File: src/rtl/regression_scheduler_pkg.sv
// Shared types and constants for the regression batch scheduler.
// Holds FSM encoding, channel ID type and default batch/timeout sizes.
package regression_scheduler_pkg;

  localparam int unsigned N_SAMPLES_DEF = 8;
  localparam int unsigned TIMEOUT_DEF   = 255;

  localparam logic [1:0] ST_IDLE   = 2'd0;
  localparam logic [1:0] ST_STREAM = 2'd1;
  localparam logic [1:0] ST_WAIT   = 2'd2;
  localparam logic [1:0] ST_RESULT = 2'd3;

  typedef logic ch_t;

endpackage

File: src/rtl/rr_arbiter2.sv
// Two-way round-robin arbiter.
// The pointer remembers the last served channel; the other one wins a tie.
module rr_arbiter2
  import regression_scheduler_pkg::*;
(
  input  logic clk,
  input  logic rst,
  input  logic req0_i,
  input  logic req1_i,
  input  logic upd_i,
  input  ch_t  upd_ch_i,
  output logic gnt_o,
  output ch_t  ch_o
);

  ch_t last_q;

  // Reset to 1 so channel 0 takes the first tie.
  always_ff @(posedge clk) begin
    if (!rst) begin
      last_q <= 1'b1;
    end else if (upd_i) begin
      last_q <= upd_ch_i;
    end
  end

  always_comb begin
    gnt_o = req0_i | req1_i;
    ch_o  = 1'b0;
    unique case (1'b1)
      (req0_i && req1_i):  ch_o = ~last_q;
      (req1_i && !req0_i): ch_o = 1'b1;
      default:             ch_o = 1'b0;
    endcase
  end

endmodule

File: src/rtl/regression_scheduler.sv
// Batches samples from two requesters into a regression engine,
// then holds the engine result (or a timeout error) for a consumer.
module regression_scheduler
  import regression_scheduler_pkg::*;
#(
  parameter int unsigned N_SAMPLES = N_SAMPLES_DEF,
  parameter int unsigned TIMEOUT   = TIMEOUT_DEF
) (
  input  logic        clk,
  input  logic        rst,
  input  logic        req0_valid,
  input  logic [15:0] req0_x,
  input  logic [15:0] req0_y,
  output logic        req0_ready,
  input  logic        req1_valid,
  input  logic [15:0] req1_x,
  input  logic [15:0] req1_y,
  output logic        req1_ready,
  output logic        eng_start,
  output logic        eng_valid,
  output logic [15:0] eng_x,
  output logic [15:0] eng_y,
  input  logic        eng_done,
  input  logic [31:0] eng_b1,
  input  logic [31:0] eng_b0,
  input  logic [31:0] eng_mse,
  output logic        res_valid,
  input  logic        res_ready,
  output logic        res_ch,
  output logic        res_err,
  output logic [31:0] res_b1,
  output logic [31:0] res_b0,
  output logic [31:0] res_mse,
  output logic        busy
);

  localparam int CW = $clog2(N_SAMPLES + 1);
  localparam int TW = $clog2(TIMEOUT + 1);

  logic [1:0]    state_q, state_d;
  ch_t           grant_q, grant_d;
  logic [CW-1:0] cnt_q, cnt_d;
  logic [TW-1:0] tmo_q, tmo_d;
  logic          start_q, start_d;
  logic          evld_q, evld_d;
  logic [15:0]   ex_q, ex_d;
  logic [15:0]   ey_q, ey_d;
  logic          rvld_q, rvld_d;
  ch_t           rch_q, rch_d;
  logic          rerr_q, rerr_d;
  logic [31:0]   rb1_q, rb1_d;
  logic [31:0]   rb0_q, rb0_d;
  logic [31:0]   rmse_q, rmse_d;

  logic        arb_gnt;
  ch_t         arb_ch;
  logic        in_stream;
  logic        sel_valid;
  logic [15:0] sel_x;
  logic [15:0] sel_y;
  logic        hs;

  rr_arbiter2 u_arb (
    .clk      (clk),
    .rst      (rst),
    .req0_i   (req0_valid),
    .req1_i   (req1_valid),
    .upd_i    (rvld_q & res_ready),
    .upd_ch_i (rch_q),
    .gnt_o    (arb_gnt),
    .ch_o     (arb_ch)
  );

  assign in_stream  = (state_q == ST_STREAM);
  assign req0_ready = in_stream & ~grant_q;
  assign req1_ready = in_stream & grant_q;
  assign sel_valid  = grant_q ? req1_valid : req0_valid;
  assign sel_x      = grant_q ? req1_x : req0_x;
  assign sel_y      = grant_q ? req1_y : req0_y;
  assign hs         = in_stream & sel_valid;

  always_comb begin
    state_d = state_q;
    grant_d = grant_q;
    cnt_d   = cnt_q;
    tmo_d   = tmo_q;
    start_d = 1'b0;
    evld_d  = hs;
    ex_d    = hs ? sel_x : ex_q;
    ey_d    = hs ? sel_y : ey_q;
    rvld_d  = rvld_q;
    rch_d   = rch_q;
    rerr_d  = rerr_q;
    rb1_d   = rb1_q;
    rb0_d   = rb0_q;
    rmse_d  = rmse_q;
    unique case (state_q)
      ST_IDLE: begin
        if (arb_gnt) begin
          state_d = ST_STREAM;
          grant_d = arb_ch;
          start_d = 1'b1;
          cnt_d   = '0;
        end
      end
      ST_STREAM: begin
        if (hs) begin
          cnt_d = cnt_q + CW'(1);
          if (cnt_q == CW'(N_SAMPLES - 1)) begin
            state_d = ST_WAIT;
            tmo_d   = '0;
          end
        end
      end
      ST_WAIT: begin
        // A done pulse on the expiry cycle still delivers real results.
        if (eng_done) begin
          state_d = ST_RESULT;
          rvld_d  = 1'b1;
          rch_d   = grant_q;
          rerr_d  = 1'b0;
          rb1_d   = eng_b1;
          rb0_d   = eng_b0;
          rmse_d  = eng_mse;
        end else if (tmo_q == TW'(TIMEOUT - 1)) begin
          state_d = ST_RESULT;
          rvld_d  = 1'b1;
          rch_d   = grant_q;
          rerr_d  = 1'b1;
          rb1_d   = '0;
          rb0_d   = '0;
          rmse_d  = '0;
        end else begin
          tmo_d = tmo_q + TW'(1);
        end
      end
      ST_RESULT: begin
        if (res_ready) begin
          state_d = ST_IDLE;
          rvld_d  = 1'b0;
        end
      end
      default: state_d = ST_IDLE;
    endcase
  end

  always_ff @(posedge clk) begin
    if (!rst) begin
      state_q <= ST_IDLE;
      grant_q <= 1'b0;
      cnt_q   <= '0;
      tmo_q   <= '0;
      start_q <= 1'b0;
      evld_q  <= 1'b0;
      ex_q    <= '0;
      ey_q    <= '0;
      rvld_q  <= 1'b0;
      rch_q   <= 1'b0;
      rerr_q  <= 1'b0;
      rb1_q   <= '0;
      rb0_q   <= '0;
      rmse_q  <= '0;
    end else begin
      state_q <= state_d;
      grant_q <= grant_d;
      cnt_q   <= cnt_d;
      tmo_q   <= tmo_d;
      start_q <= start_d;
      evld_q  <= evld_d;
      ex_q    <= ex_d;
      ey_q    <= ey_d;
      rvld_q  <= rvld_d;
      rch_q   <= rch_d;
      rerr_q  <= rerr_d;
      rb1_q   <= rb1_d;
      rb0_q   <= rb0_d;
      rmse_q  <= rmse_d;
    end
  end

  assign eng_start = start_q;
  assign eng_valid = evld_q;
  assign eng_x     = ex_q;
  assign eng_y     = ey_q;
  assign res_valid = rvld_q;
  assign res_ch    = rch_q;
  assign res_err   = rerr_q;
  assign res_b1    = rb1_q;
  assign res_b0    = rb0_q;
  assign res_mse   = rmse_q;
  assign busy      = (state_q != ST_IDLE);

endmodule

File: config.mk
export PLATFORM = sky130hd
export DESIGN_NAME = regression_scheduler
export DESIGN_NICKNAME = d
export VERILOG_FILES = /design/src/rtl/regression_scheduler_pkg.sv /design/src/rtl/rr_arbiter2.sv /design/src/rtl/regression_scheduler.sv
export SDC_FILE = /design/constraint.sdc
export NUM_CORES = 1
export LEC_CHECK = 0
export ABC_AREA = 1
export BUFFER_PORTS_ARGS = -buffer_cell sky130_fd_sc_hd__buf_4
export CORE_MARGIN = 4
export CORE_UTILIZATION = 30
export DETAILED_ROUTE_END_ITERATION = 16
export GPL_TIMING_DRIVEN = 1
export MAX_ROUTING_LAYER = met4
export PLACE_DENSITY = 0.63
export SLEW_MARGIN = 20
export SYNTH_ARGS = -nofsm -noshare
export SYNTH_HDL_FRONTEND = slang
export SYNTH_SLANG_ARGS = --single-unit
File: constraint.sdc
create_clock -name clk -period 3 [get_ports clk]
set_input_delay 0.6 -clock clk [delete_from_list [all_inputs] [get_ports clk]]
set_output_delay 0.6 -clock clk [all_outputs]
set_load 0.005 [all_outputs]
* After elaboration in Yosys (flattened, before gate mapping)
Cells that the tools add are included.
** Storage, ports and cells
- Input port bits :: 166
- Register bits after elaboration :: 149
- Word-level logic and storage cells :: 83
** Operators by class
- Bitwise logic cells :: 7
- Muxes and demuxes :: 31
- Add/sub/neg operators :: 2
- Eq/ne operators :: 12
- Reductions and logical operators :: 16
** Operators with widths (number)
- $mux 32 :: 4
- $mux 16 :: 2
- $mux 8 :: 4
- $pmux 8 s2 :: 1
- $mux 2 :: 6
- $reduce_and 5->1 :: 2
- $reduce_bool 2->1 :: 5
- $add 8x1->8 const B :: 1
- $eq 8x8->1 const B :: 1
- $mux 1 :: 8
- $mux 4 :: 2
- $ne 2x2->1 const B :: 4
- $pmux 2 s4 :: 1
- $pmux 4 s2 :: 1
- $reduce_and 2->1 :: 3
- $reduce_and 3->1 :: 2
- $add 4x1->4 const B :: 1
- $and 1x1->1 :: 4
- $eq 2x2->1 const B :: 2
- $eq 4x3->1 const B :: 1
- $ne 2x1->1 const B :: 2
- $pmux 1 s2 :: 2
- $ne 3x3->1 const B :: 1
- $eq 2x1->1 const B :: 1
- other kinds (5) :: 7

* Depth between registers and ports, before layout
- Depth after elaboration :: 4
- Mapped depth :: 11
- Depth with buffers taken out :: 10

* Cells and area by module
A second synthesis with hierarchy kept.
** Second synthesis, totals
- Cell total of the unflattened synthesis :: 774
- Area, all modules :: 5806.8 um2
** Modules (own cells, without submodules)
- regression_scheduler :: area each 5756.8 um2, cells an instance 767, times used 1
- rr_arbiter2 :: area each 50.0 um2, cells an instance 7, times used 1

* Worst setup path before layout
OpenSTA, ideal clock, no wires.
- Kind :: input to register
- Start :: in rst
- End :: reg rb0_q[0] (netlist: res_b0[0])
- Setup slack :: 1.529 ns
- Buffers on the path :: 3
- Arrival :: 1.338 ns
- Library setup time :: 0.132 ns
- Required time :: 2.868 ns
- Stages :: 5
- Cell sequence :: clkbuf_1 > inv_2 > buf_2 > clkbuf_1 > a21oi_1
** RTL lines
- from (decl) :: RTL line regression_scheduler.sv:10 : input logic rst,
- to (signal assigned) :: RTL line regression_scheduler.sv:176 : rb0_q <= rb0_d;
- to (decl) :: RTL line regression_scheduler.sv:52 : logic [31:0] rb0_q, rb0_d;
No word-level cell between the ends.

* Worst setup path after layout
- Start :: reg state_q[1]
- End :: out req0_ready
** Between the ends
- Word-level cells in the longest chain between the ends :: 2
** Ends and longest elaborated chain
- from (decl) :: RTL line regression_scheduler.sv:40 : logic [1:0] state_q, state_d;
- from (signal assigned) :: RTL line regression_scheduler.sv:164 : state_q <= state_d;
- $eq 2x1->1 :: RTL line regression_scheduler.sv:74 : assign in_stream = (state_q == ST_STREAM);
- $and 1x1->1 :: RTL line regression_scheduler.sv:75 : assign req0_ready = in_stream & ~grant_q;
- to (decl) :: RTL line regression_scheduler.sv:14 : output logic req0_ready,
Every way passes these cells.

==> flow_summary.ini <==
[grt]
grt_usage = 0.174
grt_pass1_wl_um = 29700
overflow = 0
antenna_found_initial = 0
grt_pass1_vias = 5691
grt_max_degree = 78

[setup_path]
start_kind = flip-flop
critPathMostFrequentCell = inv_1
cp-end-kind = output port
cpPeakStageDelay_ps = 340
r2r_slack_ps = 890
crit_type = flip-flop to output port
cp.arrival_ps = 1540
crit_chain = inv_1 -> ha_1 -> inv_1 -> nor2_1 -> buf_4
cp_data_required_time_ps = 2400
crit_fanout = 8
slowest_stage = dfxtp_1

[power_and_ir_drop]
vdd_ir_drop_max_mv = 0.381
power_density_nw_per_um2 = 724
power_mw = 6.39
leakage_nw = 3.86

[timing]
final_hold_viol_count = 0
slew_violations = 0
clock.fmax_ghz = 0.468
hold_ws_ps = 440
setup_viol = 0
worst_pin_slew_ps = 882
min_period_ps = 2140
layout_setup_ws_ps = 861
setup_tns_ps = 0
maxSlewHeadroom = 0.411
rsz0062_at_grt = no
finalClockSkew_ps = 11.3
fin_crit_sh = 0.713

[placed_design]
dpl_worst_slack_ps = 904
hpwl_um = 13400
placed_area_um2 = 8230
io_buffers = 301
dp.cells = 1299
place.gp.congestion = 0.833

[cells_and_area]
drive_gt1_frac = 0.326
antenna_cells = 0
area_growth_pct = 51.6
utilization = 0.467
final_common_cell = nand2_1
multi_input_area_um2 = 2490
fin_cells = 1329
regArea_um2 = 2980
layout_common_cells = nand2_1 (311), buf_4 (304), dfxtp_1 (149)
stdcell_area_um2 = 8830
fin_nets = 1231
fillerInstances = 1928

[clock_tree]
cts_hold_buf = 0
postCtsSetupBuffers = 0
cts_buffers = 17
post_cts_resize_count = 0
clockBufferDepth = 2
tritoncts = built
worstSkewPairLatency_ps = 420
clock_sinks = 149
clock-root-buffer = clkbuf_16
clk_pin_slew_ps = 60
cts_max_level = 4

[outcome]
status = complete, no violations

[yosys]
synthTopCellsByArea = dfxtp_1 (51%), nand2_1 (20%), a21oi_1 (9.3%), o21ai_0 (3.6%), a31oi_1 (3.5%)
yosysTopAreaCell = dfxtp_1
async_flop_share = 0
syn_inst = 783
synth_edf_count = 0
ys_seq_elements = 149
syn_nets = 956
synth_top_area_frac = 0.512
yosysSeqAreaShare = 0.512
synth_cell_types = 24
synth-warning-count = 0
synthFlopType = dfxtp_1
avgSynthCellArea_um2 = 7.44
synth_area_um2 = 5820

[routing]
wl_per_cell_um = 14.4
vias_per_cell = 4.56
vias = 6061
drc = 0
drt_wl_total_um = 19100
ant_nets = 0
drt-pass1-iter-count = 5
drt_iter0_markers = 296

[floorplan]
fp.dieW_um = 147
start_util = 0.308
rows = 50
core_area_um2 = 18900
die-area_um2 = 21700
die_h_um = 147
io_pins = 302

[worst_hold_path]
hold_class = input pin to flip-flop

[job]
maxCapViolations = 0
final cells by class:
class	instances	share of cell area
Clock buffer	17	0.0482
Inverter	23	0.0102
Sequential cell	149	0.338
Tap cell	260	0.0368
Clock inverter	13	0.0195
Timing Repair Buffer	307	0.265
Multi-Input combinational cell	560	0.282
state kept, by name (all words and copies together) (netlist names):
signal	count
res_valid	1
eng_y	16
tmo_q	8
res_err	1
eng_start	1
res_b1	32
res_b0	32
state_q	2
res_mse	32
cnt_q	4
u_arb.last_q	1
res_ch	1
eng_valid	1
grant_q	1
eng_x	16
logic make-up (layout without fill, tap and decap cells):
| logic type | count (synthesis) | in the layout | synth area share |
|---|---|---|---|
| simple gates | 366 | 366 | 0.244 |
| compound gates | 187 | 187 | 0.169 |
| flops | 149 | 149 | 0.512 |
| buf+inv | 74 | 360 | 0.0597 |
| fa+ha+maj | 7 | 7 | 0.0150 |
power by group:
group | internal (mW) | switching [mW] | leakage [nW]
logic | 0.791 | 0.963 | 2.37
clock network | 1.31 | 0.873 | 0.279
registers | 2.28 | 0.168 | 1.21
total | 4.39 | 2.00 | 3.86
worst max-delay path, delay by kind of cell, from the launching register on:
family,cells,cell delay (ps)
buf+inv,3,350
flops,1,340
fa+ha+maj,1,330
simple gates,1,110
routing by layer:
metal	wire length, um	up-vias	track usage
met4	425	0	0.0568
met3	1010	29	0.0500
met2	9570	189	0.286
met1	8090	2748	0.207
met5	0	-	-
li1	-	3095	-
cell usage after synthesis (2+ instances only):
cell type  count
buf_6          4
ha_1           7
nand2_1      311
o21ai_1        2
dfxtp_1      149
a31oi_1       33
buf_2         15
inv_2          4
o21ai_0       42
a21oi_1      108
inv_1         18
clkbuf_1      27
nand3_1       16
buf_4          5
nor2_1        31
nand2_2        3
worst paths after layout:
path,startpoint,cells after the start,end
setup reg to reg,grant_q$_SDFFE_PN0P_,7,eng_y[5]$_SDFFE_PN0P_
hold reg to reg,res_b1[4]$_SDFFE_PN0P_,2,res_b1[4]$_SDFFE_PN0P_
hold / removal,eng_b1[19],3,res_b1[19]$_SDFFE_PN0P_
setup / recovery,state_q[1]$_SDFFE_PN0P_,5,req0_ready
Power figures use the tool's default switching activity.
